$ cat src/rtl/uart_pkg.sv
// UART shared definitions: parity modes, FSM state encodings
// and the parity helper used by both directions.
package uart_pkg;

    localparam int PAR_NONE = 0;
    localparam int PAR_ODD  = 1;
    localparam int PAR_EVEN = 2;

    typedef enum logic [2:0] {
        TX_IDLE,
        TX_START,
        TX_DATA,
        TX_PARITY,
        TX_STOP
    } tx_state_t;

    typedef enum logic [2:0] {
        RX_IDLE,
        RX_START,
        RX_DATA,
        RX_PARITY,
        RX_STOP,
        RX_WAIT
    } rx_state_t;

    // Narrow characters arrive zero-extended, so extra zeros do not change it.
    function automatic logic parity_bit(input logic [7:0] d, input int mode);
        return (mode == PAR_ODD) ? ~^d : ^d;
    endfunction

endpackage

$ cat src/rtl/uart_rx_fifo.sv
// Receive character buffer: head shown combinationally,
// full-buffer pushes dropped and flagged unless a pop frees a slot.
module uart_rx_fifo #(
    parameter int WIDTH = 9,
    parameter int DEPTH = 4
) (
    input  logic                     clk,
    input  logic                     rst_n,
    input  logic                     push,
    input  logic [WIDTH-1:0]         push_data,
    input  logic                     pop,
    output logic [WIDTH-1:0]         head,
    output logic                     empty,
    output logic                     overrun,
    output logic [$clog2(DEPTH):0]   level
);

    localparam int AW = $clog2(DEPTH);

    logic [WIDTH-1:0] mem [DEPTH];
    logic [AW-1:0]    wr_ptr;
    logic [AW-1:0]    rd_ptr;
    logic             full;
    logic             do_pop;
    logic             do_push;

    assign empty   = (level == '0);
    assign full    = (level == (AW+1)'(DEPTH));
    assign do_pop  = pop && !empty;
    assign do_push = push && (!full || do_pop);
    assign head    = empty ? '0 : mem[rd_ptr];

    always_ff @(posedge clk) begin
        if (do_push) mem[wr_ptr] <= push_data;
    end

    always_ff @(posedge clk) begin
        if (!rst_n) begin
            wr_ptr  <= '0;
            rd_ptr  <= '0;
            level   <= '0;
            overrun <= 1'b0;
        end else begin
            overrun <= push && !do_push;
            if (do_push) wr_ptr <= wr_ptr + AW'(1);
            if (do_pop) rd_ptr <= rd_ptr + AW'(1);
            level <= level + (AW+1)'(do_push) - (AW+1)'(do_pop);
        end
    end

endmodule

$ cat src/rtl/uart_configurable.sv
// Parameterised UART: shared baud divider, TX and RX framers,
// and a small receive buffer with per-character parity flag.
module uart_configurable
    import uart_pkg::*;
#(
    parameter int CLK_HZ        = 50_000_000,
    parameter int BAUD          = 115_200,
    parameter int DATA_BITS     = 8,
    parameter int PARITY        = 0,
    parameter int STOP_BITS     = 1,
    parameter int RX_FIFO_DEPTH = 4
) (
    input  logic                              clk,
    input  logic                              rst_n,
    input  logic [DATA_BITS-1:0]              tx_data,
    input  logic                              tx_valid,
    output logic                              tx_ready,
    output logic                              tx,
    output logic                              tx_busy,
    input  logic                              rx,
    output logic [DATA_BITS-1:0]              rx_data,
    output logic                              rx_parity_err,
    output logic                              rx_valid,
    input  logic                              rx_ready,
    output logic                              rx_frame_err,
    output logic                              rx_overrun,
    output logic [$clog2(RX_FIFO_DEPTH):0]    rx_level
);

    localparam int DIV_RAW = CLK_HZ / (BAUD * 16);
    localparam int DIV     = (DIV_RAW < 1) ? 1 : DIV_RAW;
    localparam int DW      = (DIV > 1) ? $clog2(DIV) : 1;

    logic [DW-1:0] div_cnt;
    logic          rx_tick;

    assign rx_tick = (div_cnt == DW'(DIV - 1));

    always_ff @(posedge clk) begin
        if (!rst_n) div_cnt <= '0;
        else if (rx_tick) div_cnt <= '0;
        else div_cnt <= div_cnt + DW'(1);
    end

    tx_state_t            tx_state;
    logic [3:0]           tx_cnt;
    logic [2:0]           tx_bit;
    logic [DATA_BITS-1:0] tx_shift;
    logic                 tx_par;
    logic                 tx_tick;

    // Bit timer restarts on acceptance so every bit lasts exactly 16 ticks.
    assign tx_tick = rx_tick && (tx_cnt == 4'd15);

    always_ff @(posedge clk) begin
        if (!rst_n) begin
            tx_state <= TX_IDLE;
            tx_cnt   <= '0;
            tx_bit   <= '0;
            tx_shift <= '0;
            tx_par   <= 1'b0;
            tx       <= 1'b1;
            tx_ready <= 1'b0;
            tx_busy  <= 1'b0;
        end else begin
            if (tx_state == TX_IDLE) tx_cnt <= '0;
            else if (rx_tick) tx_cnt <= tx_cnt + 4'd1;
            unique case (tx_state)
                TX_IDLE: begin
                    tx       <= 1'b1;
                    tx_ready <= 1'b1;
                    if (tx_valid && tx_ready) begin
                        tx_ready <= 1'b0;
                        tx_busy  <= 1'b1;
                        tx       <= 1'b0;
                        tx_shift <= tx_data;
                        tx_par   <= parity_bit(8'(tx_data), PARITY);
                        tx_state <= TX_START;
                    end
                end
                TX_START: if (tx_tick) begin
                    tx       <= tx_shift[0];
                    tx_bit   <= '0;
                    tx_state <= TX_DATA;
                end
                TX_DATA: if (tx_tick) begin
                    if (tx_bit == 3'(DATA_BITS - 1)) begin
                        tx_bit <= '0;
                        if (PARITY != PAR_NONE) begin
                            tx       <= tx_par;
                            tx_state <= TX_PARITY;
                        end else begin
                            tx       <= 1'b1;
                            tx_state <= TX_STOP;
                        end
                    end else begin
                        tx_shift <= tx_shift >> 1;
                        tx       <= tx_shift[1];
                        tx_bit   <= tx_bit + 3'd1;
                    end
                end
                TX_PARITY: if (tx_tick) begin
                    tx       <= 1'b1;
                    tx_state <= TX_STOP;
                end
                TX_STOP: if (tx_tick) begin
                    if (tx_bit == 3'(STOP_BITS - 1)) begin
                        tx_busy  <= 1'b0;
                        tx_ready <= 1'b1;
                        tx_state <= TX_IDLE;
                    end else begin
                        tx_bit <= tx_bit + 3'd1;
                    end
                end
                default: tx_state <= TX_IDLE;
            endcase
        end
    end

    rx_state_t            rx_state;
    logic                 rx_meta;
    logic                 rx_sync;
    logic [3:0]           rx_cnt;
    logic [2:0]           rx_bit;
    logic [DATA_BITS-1:0] rx_shift;
    logic                 rx_par_bit;
    logic                 rx_perr;
    logic                 push;
    logic [DATA_BITS:0]   push_data;
    logic [DATA_BITS:0]   fifo_head;
    logic                 fifo_empty;

    assign rx_perr = (PARITY != PAR_NONE) &&
                     (rx_par_bit != parity_bit(8'(rx_shift), PARITY));

    always_ff @(posedge clk) begin
        if (!rst_n) begin
            rx_meta      <= 1'b1;
            rx_sync      <= 1'b1;
            rx_state     <= RX_IDLE;
            rx_cnt       <= '0;
            rx_bit       <= '0;
            rx_shift     <= '0;
            rx_par_bit   <= 1'b0;
            push         <= 1'b0;
            push_data    <= '0;
            rx_frame_err <= 1'b0;
        end else begin
            rx_meta      <= rx;
            rx_sync      <= rx_meta;
            push         <= 1'b0;
            rx_frame_err <= 1'b0;
            if (rx_tick) rx_cnt <= rx_cnt + 4'd1;
            unique case (rx_state)
                RX_IDLE: begin
                    rx_cnt <= '0;
                    if (!rx_sync) rx_state <= RX_START;
                end
                // Half a bit in: still low means a real start bit.
                RX_START: if (rx_tick && rx_cnt == 4'd7) begin
                    rx_cnt   <= '0;
                    rx_bit   <= '0;
                    rx_state <= rx_sync ? RX_IDLE : RX_DATA;
                end
                RX_DATA: if (rx_tick && rx_cnt == 4'd15) begin
                    rx_shift <= {rx_sync, rx_shift[DATA_BITS-1:1]};
                    if (rx_bit == 3'(DATA_BITS - 1))
                        rx_state <= (PARITY != PAR_NONE) ? RX_PARITY : RX_STOP;
                    else
                        rx_bit <= rx_bit + 3'd1;
                end
                RX_PARITY: if (rx_tick && rx_cnt == 4'd15) begin
                    rx_par_bit <= rx_sync;
                    rx_state   <= RX_STOP;
                end
                RX_STOP: if (rx_tick && rx_cnt == 4'd15) begin
                    if (rx_sync) begin
                        push      <= 1'b1;
                        push_data <= {rx_perr, rx_shift};
                        rx_state  <= RX_IDLE;
                    end else begin
                        rx_frame_err <= 1'b1;
                        rx_state     <= RX_WAIT;
                    end
                end
                RX_WAIT: if (rx_sync) rx_state <= RX_IDLE;
                default: rx_state <= RX_IDLE;
            endcase
        end
    end

    uart_rx_fifo #(
        .WIDTH (DATA_BITS + 1),
        .DEPTH (RX_FIFO_DEPTH)
    ) u_rx_fifo (
        .clk       (clk),
        .rst_n     (rst_n),
        .push      (push),
        .push_data (push_data),
        .pop       (rx_ready),
        .head      (fifo_head),
        .empty     (fifo_empty),
        .overrun   (rx_overrun),
        .level     (rx_level)
    );

    assign rx_valid      = !fifo_empty;
    assign rx_data       = fifo_head[DATA_BITS-1:0];
    assign rx_parity_err = fifo_head[DATA_BITS];

endmodule

$ cat config.mk
export PLATFORM = sky130hd
export DESIGN_NAME = uart_configurable
export DESIGN_NICKNAME = d
export VERILOG_FILES = /design/src/rtl/uart_pkg.sv /design/src/rtl/uart_rx_fifo.sv /design/src/rtl/uart_configurable.sv
export SDC_FILE = /design/constraint.sdc
export NUM_CORES = 1
export LEC_CHECK = 0
export BUFFER_PORTS_ARGS = -buffer_cell sky130_fd_sc_hd__buf_2
export CAP_MARGIN = 20
export CORE_MARGIN = 4
export CORE_UTILIZATION = 48
export DETAILED_ROUTE_END_ITERATION = 8
export GPL_ROUTABILITY_DRIVEN = 0
export GPL_TIMING_DRIVEN = 0
export PLACE_DENSITY_LB_ADDON = 0.08
export SLEW_MARGIN = 20
export SYNTH_ARGS = -nofsm -noshare
export SYNTH_HDL_FRONTEND = slang
export SYNTH_SLANG_ARGS = --single-unit
$ cat constraint.sdc
create_clock -name clk -period 6.5 [get_ports clk]
set_input_delay 1.3 -clock clk [delete_from_list [all_inputs] [get_ports clk]]
set_output_delay 1.3 -clock clk [all_outputs]
set_load 0.005 [all_outputs]
==> out/results.ini, run 1 <==
[routing]
drt-vias-per-instance = 5.211
routedWlPerCell_um = 13.71
routed_wl_um = 7336
drtIter0Drc = 129
vias = 2788
drc = 0
ant_nets = 0
first_pass_iters = 4

[synthesis]
synthDistinctLibCells = 59
yosysSeqAreaShare_pct = 52.58
synth-xor-area-share_pct = 3.229
synth-simple-area-share_pct = 16.34
synth-seq-cells = 98
synth_mux_area_share_pct = 11.07
synth_top_area_share_pct = 30.44
async_reset_ff_share_pct = 0
synthFlopType = dfxtp_1
synth_top_area_cell = dfxtp_1
synth_adder_area_share_pct = 4.785
yosys_warnings = 0
synth_compound_area_share_pct = 7.610
synthesis.area_mm2 = 0.004340
synthCells = 382
synthTopCellsByArea = dfxtp_1, edfxtp_1, mux2i_1
syn_nets = 411
postSynthAreaPerCell_um2 = 11.36
synth_edf_count = 32
synth_top_family_by_area = simple AND/OR/NAND/NOR gates

[critical_path]
worst_setup_path_end_kind = primary output
path_cells = buf_2 > mux4_2 > and2_1 > buf_2
worstPathMaxFanout = 8
cpMaxStageDelayCell = mux4_2
cp_common_cell = buf_2
arrival_ns = 1.77
reg2reg_depth = 11
crit_path_start_kind = register
critPathRequiredTime_ns = 5.20
criticalPathCategory = register to primary output
max_stage_delay_ns = 0.54

[grt]
grt_overflow_total = 0
grt.total_usage_pct = 15.01
grt_pass1_vias = 2613
antenna_found_initial = 0
grt_pass1_wl_um = 12400
grt_max_degree = 21

[worst_hold_path]
worstHoldPathCells = 1
hold_path_class = register to register

[cells_and_area]
n_antenna_cell = 0
area_growth_pct = 11.07
instances_no_fill = 535
drive_gt1_share_pct = 19.44
n_fill_cell = 797
utilization_pct = 55.01
final_nets = 451

[place]
place_inst = 519
place_hpwl_um = 5203
port_buffers = 29

[cts]
post_cts_buffers = 0
holdBufCountCts = 0
clock_path_buffers = 2
clkSinkCount = 98
clk_pin_slew_ns = 0.10
cts_tree = done
cts_htree_levels = 3
clk_latency_ns = 0.36
cts_resized = 0
cts_inserted_buffers = 9
root_buffer = clkbuf_8

[sta]
period_needed_ns = 3.065
skew_ns = 0.01088
setup_tns_ns = 0
tightest_slew_ns = 0.6842
slew_headroom_pct = 54.38
final-setup-viol-count = 0
whs_ns = 0.4223
hold_violations = 0
fin_crit_sh_pct = 47.16
fmax_ghz = 0.3262
rsz0062_at_grt = false
maxSlewViolCount = 0

[floorplan]
rows = 34
die_w_um = 103.1
die-area_mm2 = 0.01063
io_pins = 31
die_h_um = 103.1
initial_core_util_pct = 49.53
core_area_mm2 = 0.008763

[power]
powerDensity_mw_per_mm2 = 278.9
leakagePower_nw = 1.972
vdd_drop_max_mv = 0.1767

[job]
cap_viol_max_count = 0

[status]
outcome = finished, final reports clean

-- metrics by stage --
stage / power (mW) / setup slack [ns] / area (µm²)
5_1_grt: 1.433 / 3.308 / 4821
3_3_place_gp: 0.9714 / 3.525 / 4621
6_report: 1.345 / 3.435 / 4821
4_1_cts: 1.360 / 3.400 / 4821
2_1_floorplan: 0.8957 / 3.743 / 4340
3_5_place_dp: 0.9778 / 3.484 / 4621
-- placed cells by master, fill, tap and decap left out, types with 10 or more instances in the layout --
cell type,instances
nor2_1,57
and2_1,14
dfxtp_1,66
inv_1,10
edfxtp_1,32
clkbuf_1,11
buf_2,33
ha_1,15
a21oi_1,11
nand2_1,20
mux2i_1,30
-- state kept, by name, summed over array words and instances (netlist names), 2 cells and up, named ones only --
signal,cells
rx_cnt,4
rx_shift,8
u_rx_fifo.mem,32
u_rx_fifo.wr_ptr,2
tx_cnt,4
rx_state,3
tx_shift,8
tx_state,3
tx_bit,3
u_rx_fifo.rd_ptr,2
div_cnt,5
push_data,8
u_rx_fifo.level,3
rx_bit,3
-- power by group --
part | internal, mW | leakage, nW | switching [mW]
Combinational | 0.142 | 1.04 | 0.142
Clock | 0.153 | 0.103 | 0.233
Sequential | 0.656 | 0.832 | 0.0182
Total | 0.951 | 1.97 | 0.393
-- worst paths after layout --
kind	startpoint	to	slack, ns
min reg2reg	rx_meta$_SDFF_PN1_	rx_sync$_SDFF_PN1_	0.42
max	register	rx_data[6]	3.43
max reg2reg	u_rx_fifo.level[1]$_SDFF_PN0_	u_rx_fifo.level[2]$_SDFF_PN0_	3.95
min	rx_meta$_SDFF_PN1_	rx_sync$_SDFF_PN1_	0.42
-- final cells by class --
class	instances	area [µm²]	area share, %
Sequential cell	98	2282	47.34
Multi-Input combinational cell	251	1872	38.83
Timing Repair Buffer	29	145.1	3.011
Buffer	22	145.1	3.011
Tap cell	108	135.1	2.803
Clock buffer	9	123.9	2.569
Clock inverter	7	76.32	1.583
Inverter	11	41.29	0.8565
-- routing by layer --
metal	vias to the layer above	share of wire (%)	global-route usage, %
met2	33	46	23.73
met4	0	1.1	5.677
met5	-	0	0
met3	6	3.2	2.706
met1	1328	50	20.56
li1	1421	-	-
-- worst max-delay path, delay by kind of cell (launching register included) --
kind                   cells  cell delay [ns]
multiplexers               1             0.54
buffers and inverters      2             0.40
flip-flops                 1             0.32
AND/OR/NAND/NOR            1             0.16
-- logic make-up (layout without fill, tap and decap cells) --
| family | Yosys count | after routing |
|---|---|---|
| and+or+nand+nor | 140 | 140 |
| DFF | 98 | 98 |
| AOI/OAI and AO/OA | 40 | 40 |
| muxes | 38 | 38 |
| buffers and inverters | 33 | 78 |
| adders and majority gates | 16 | 16 |
| xor gates and xnor gates | 16 | 16 |
| other | 1 | 1 |
-- cells in the mapped netlist, drive strengths merged (4+ instances only) --
master	instances
dfxtp	66
nor2	58
edfxtp	32
mux2i	30
nand2	20
ha	15
and2	14
a21oi	12
buf	11
clkbuf	11
inv	11
nor3	9
xor2	9
a211oi	8
mux4	8
nand3	8
nand2b	7
xnor2	7
o21ai	5
and3	4
(Power assumes the default switching activity.)
==> run 2: changes to the inputs <==
==> constraint.sdc (replaced) <==
create_clock -name clk -period 2.75 [get_ports clk]
set_input_delay 0.55 -clock clk [delete_from_list [all_inputs] [get_ports clk]]
set_output_delay 0.55 -clock clk [all_outputs]
set_load 0.005 [all_outputs]
==> run 2 against run 1 <==
Critical path depth grew 6. Global-route usage is the same. Final cell count shrank 0.19%. Non-clock buffer count shrank 1. Routed wire length grew 0.11%. Final area is essentially flat. First-iteration DRC count shrank 7.0%. Largest cell class unchanged. Sequential power grew 140%. Sequential share of layout area is essentially flat. Critical endpoint is now u_rx_fifo.level[2]$_SDFF_PN0_. Largest power group unchanged.
==> out/results.ini, run 2 (synthesis results as in run 1) <==
[sta]
slew_headroom_pct = 53.21
period_needed_ns = 2.509
final-setup-viol-count = 0
rsz0062_at_grt = false
tightest_slew_ns = 0.7018
skew_ns = 0.01020
setup_tns_ns = 0
whs_ns = 0.3622
fin_crit_sh_pct = 91.24
maxSlewViolCount = 0
hold_violations = 0
fmax_ghz = 0.3986

[cts]
clk_latency_ns = 0.37
cts_resized = 0
clkSinkCount = 98
cts_tree = done
cts_htree_levels = 3
clock_path_buffers = 2
cts_inserted_buffers = 9
root_buffer = clkbuf_8
clk_pin_slew_ns = 0.11

[critical_path]
path_cells = or3_1 > and2_1 > ha_1 > inv_1 > ha_1 > inv_1 > fa_1 > xor2_1 > xnor2_1 > nor2_1
max_stage_delay_ns = 0.54
cpMaxStageDelayCell = or3_1
critPathRequiredTime_ns = 3.00
reg2reg_depth = 10
path_delay_family = simple AND/OR/NAND/NOR gates
worstPathMaxFanout = 10
worst-path-buf-inv = 2
cp_num_cells = 10
criticalPathCategory = register to register
crit_path_start_kind = register
worst_setup_path_end_kind = register
rr_endpoint = u_rx_fifo.level[2]$_SDFF_PN0_
arrival_ns = 2.76
rrSetupSlack_ns = 0.24
reg2reg_from = u_rx_fifo.level[1]$_SDFF_PN0_

[cells_and_area]
drive_gt1_share_pct = 19.48
final_nets = 450
area_growth_pct = 10.98
layout_commonest_cell = dfxtp_1
largest_register_ffs = 32
n_antenna_cell = 0
instances_no_fill = 534
top_register = u_rx_fifo.mem
final_cell_mix = dfxtp_1, nor2_1, buf_2, edfxtp_1, mux2i_1
utilization_pct = 54.97

[worst_hold_path]
worstHoldEndpoint = rx_meta$_SDFF_PN1_
worstHoldPathCells = 2
hold_path_class = input pin to register
hold_path.startpoint = rx

[job]
cap_viol_max_count = 0

[routing]
first_pass_iters = 4
routedWlPerCell_um = 13.75
drt-vias-per-instance = 5.223
ant_nets = 0
drtIter0Drc = 120
vias = 2789
routed_wl_um = 7344
drc = 0

[floorplan]
core_area_mm2 = 0.008763
die_w_um = 103.1
io_pins = 31
die-area_mm2 = 0.01063
die_h_um = 103.1
initial_core_util_pct = 49.53
rows = 34

[place]
place_inst = 519
place_hpwl_um = 5203
port_buffers = 29

[power]
vdd_drop_max_mv = 0.4181
powerDensity_mw_per_mm2 = 659.3
leakagePower_nw = 1.971

[grt]
grt.total_usage_pct = 15.01
antenna_found_initial = 0
grt_max_degree = 21
grt_pass1_vias = 2613
grt_pass1_wl_um = 12400
grt_overflow_total = 0

[status]
outcome = finished, final reports clean

## run 2: cell types whose count changed in the layout (fill, tap and decap cells not counted)
cell,previous run,this run
clkbuf_1,11,10
## run 2: routing by layer
layer / GRT usage, % / vias up / wire [µm]
met5: 0 / - / 0
li1: - / 1419 / -
met2: 23.73 / 36 / 3367
met3: 2.706 / 6 / 227
met1: 20.56 / 1328 / 3660
met4: 5.677 / 0 / 88
## run 2: how the worst max path moves through the flow
stage / startpoint / to / slack (ns)
6_report: u_rx_fifo.level[1]$_SDFF_PN0_ / u_rx_fifo.level[2]$_SDFF_PN0_ / 0.24
5_1_grt: u_rx_fifo.level[1]$_SDFF_PN0_ / u_rx_fifo.level[2]$_SDFF_PN0_ / 0.03
4_1_cts: u_rx_fifo.level[1]$_SDFF_PN0_ / u_rx_fifo.level[2]$_SDFF_PN0_ / 0.16
3_5_place_dp: u_rx_fifo.level[1]$_SDFF_PN0_ / u_rx_fifo.level[2]$_SDFF_PN0_ / 0.16
3_3_place_gp: u_rx_fifo.level[1]$_SDFF_PN0_ / u_rx_fifo.level[2]$_SDFF_PN0_ / 0.22
2_1_floorplan: u_rx_fifo.level[1]$_SDFF_PN0_ / u_rx_fifo.level[2]$_SDFF_PN0_ / 0.36
## run 2: timing repair
action	CTS	global route
hold buffers	0	0
setup buffers	0	0
setup endpoints to repair	0	1
## run 2: final cells by class
cell class	instances	area (µm²)
Inverter	11	41.29
Tap cell	108	135.1
Clock inverter	7	76.32
Timing Repair Buffer	29	145.1
Clock buffer	9	123.9
Fill cell	796	3946
Buffer	21	141.4
Sequential cell	98	2282
Multi-Input combinational cell	251	1872
## run 2: through the flow
stage	instance area, µm²	worst slack [ns]	power, mW
after floorplan	4340	0.3593	2.117
after global placement	4621	0.2173	2.296
after detailed placement	4621	0.1645	2.311
after CTS	4821	0.1627	3.216
after global routing	4817	0.03482	3.382
final	4817	0.2410	3.176
## run 2: power by group
part / internal (mW) / switching (mW) / total [mW]
logic: 0.332 / 0.333 / 0.665
registers: 1.55 / 0.0430 / 1.59
clock network: 0.362 / 0.554 / 0.917
==> run 3: changes to the inputs <==
--- a/config.mk
+++ b/config.mk
@@ -12,7 +12,7 @@
 export DETAILED_ROUTE_END_ITERATION = 8
 export GPL_ROUTABILITY_DRIVEN = 0
 export GPL_TIMING_DRIVEN = 0
-export PLACE_DENSITY_LB_ADDON = 0.08
+export PLACE_DENSITY = 0.79
 export SLEW_MARGIN = 20
 export SYNTH_ARGS = -nofsm -noshare
 export SYNTH_HDL_FRONTEND = slang
==> run 3 against run 2 <==
Clock power decreased by 2.8%. Routed wire length grew 0.50%. Count of clock-buffer cells in the layout did not move. Flip-flop and latch count unchanged. Critical path type unchanged. Largest cell class unchanged.
==> out/results.ini, run 3 (synthesis results as in run 1) <==
[cells_and_area]
instances_no_fill = 534
n_fill_cell = 763
final_nets = 450
layout_commonest_cell = dfxtp_1
final_cell_mix = dfxtp_1, nor2_1, buf_2, edfxtp_1, mux2i_1
largest_register_ffs = 32
n_antenna_cell = 0
area_growth_pct = 10.81
top_register = u_rx_fifo.mem
drive_gt1_share_pct = 19.48

[critical_path]
criticalPathCategory = register to register
worst_setup_path_end_kind = register
reg2reg_from = u_rx_fifo.level[1]$_SDFF_PN0_
crit_path_start_kind = register
critPathRequiredTime_ns = 2.99
arrival_ns = 2.77
crit_start = u_rx_fifo.level[1]$_SDFF_PN0_
worstPathMaxFanout = 10

[grt]
grtUsageMet2_pct = 26.39
antenna_found_initial = 0
grt_pass1_wl_um = 12540
met1_usage_pct = 18.41
grt.total_usage_pct = 15.13
met3_usage_pct = 2.639
top_usage_layer = met2
grt_pass1_vias = 2781
grt_overflow_total = 0
grt_max_degree = 20

[cts]
clk_pin_slew_ns = 0.10
clk_latency_ns = 0.36
cts_inserted_buffers = 9
clkSinkCount = 98
clock_path_buffers = 2
root_buffer = clkbuf_8
post_cts_buffers = 0
cts_tree = done
holdBufCountCts = 0
cts_htree_levels = 3

[sta]
maxSlewViolCount = 0
skew_ns = 0.01073
slew_headroom_pct = 58.63
fmax_ghz = 0.3952
final-setup-viol-count = 0
hold_violations = 0
rsz0062_at_grt = false
whs_ns = 0.3589
period_needed_ns = 2.530
setup_slack_ns = 0.2195
fin_crit_sh_pct = 92.02
tightest_slew_ns = 0.6206
setup_tns_ns = 0

[power]
leakagePower_nw = 1.968
vdd_drop_max_mv = 0.2576
powerDensity_mw_per_mm2 = 654.6

[floorplan]
initial_core_util_pct = 49.53
die_h_um = 103.1
io_pins = 31
core_area_mm2 = 0.008763
die_w_um = 103.1
die-area_mm2 = 0.01063
rows = 34

[job]
cap_viol_max_count = 0

[routing]
first_pass_iters = 4
vias = 2797
routed_wl_um = 7381
drtIter0Drc = 83
drc = 0
ant_nets = 0
drt-vias-per-instance = 5.238
routedWlPerCell_um = 13.82

[place]
place_hpwl_um = 5323
place_ws_ns = 0.1312
place_inst = 519
port_buffers = 29

[status]
outcome = finished, final reports clean

[worst_hold_path]
hold_path.startpoint = rx
hold_path_class = input pin to register

-- run 3: worst paths after layout --
kind                            slack, ns                            end  cells past startpoint
worst min-delay path                 0.36             rx_meta$_SDFF_PN1_                      2
worst min register to register       0.42             rx_sync$_SDFF_PN1_                      1
worst max register to register       0.22  u_rx_fifo.level[2]$_SDFF_PN0_                     10
worst max-delay path                 0.22  u_rx_fifo.level[2]$_SDFF_PN0_                     10
-- run 3: power by group --
| group | switching [mW] | internal, mW | leakage (nW) | total (mW) |
|---|---|---|---|---|
| clock network | 0.536 | 0.356 | 0.0997 | 0.891 |
| logic | 0.329 | 0.332 | 1.04 | 0.661 |
| registers | 0.0446 | 1.55 | 0.832 | 1.60 |
| total | 0.909 | 2.24 | 1.97 | 3.15 |
-- run 3: cell type report --
class                   instances  area (µm²)  area share, %
plain buffers                  21       141.4          2.940
repair buffers                 29       145.1          3.018
well taps                     108       135.1          2.810
flip-flops and latches         98        2282          47.45
inverters                      11       41.29         0.8585
clock inverters                 7       68.82          1.431
clock buffers                   9       123.9          2.575
multi-input cells             251        1872          38.92
-- run 3: worst max-delay path, cell delays in order, from the launching register on --
cell and delay, ns:
dfxtp_1 0.37, or3_1 0.51, and2_1 0.26, ha_1 0.28, inv_1 0.06, ha_1 0.13, inv_1 0.05, fa_1 0.37
xor2_1 0.19, xnor2_1 0.14, nor2_1 0.05
-- run 3: timing repair --
action | CTS | global route
resized for setup | 0 | 0
hold endpoints to repair | 0 | 0
endpoints found under the setup margin | 0 | 1
-- run 3: routing by layer --
layer | vias up | routed length, µm
met1 | 1340 | 3405
met2 | 29 | 3680
met3 | 10 | 189
met5 | - | 0
li1 | 1418 | -
met4 | 0 | 105
-- run 3: metrics by stage --
step / power, mW / cell area, µm² / util, %
floorplan: 2.117 / 4340 / -
global placement: 2.289 / 4621 / 52.73
detailed placement: 2.313 / 4621 / 52.73
CTS: 3.199 / 4813 / 54.93
global route: 3.340 / 4810 / 54.88
finish: 3.148 / 4810 / 54.88
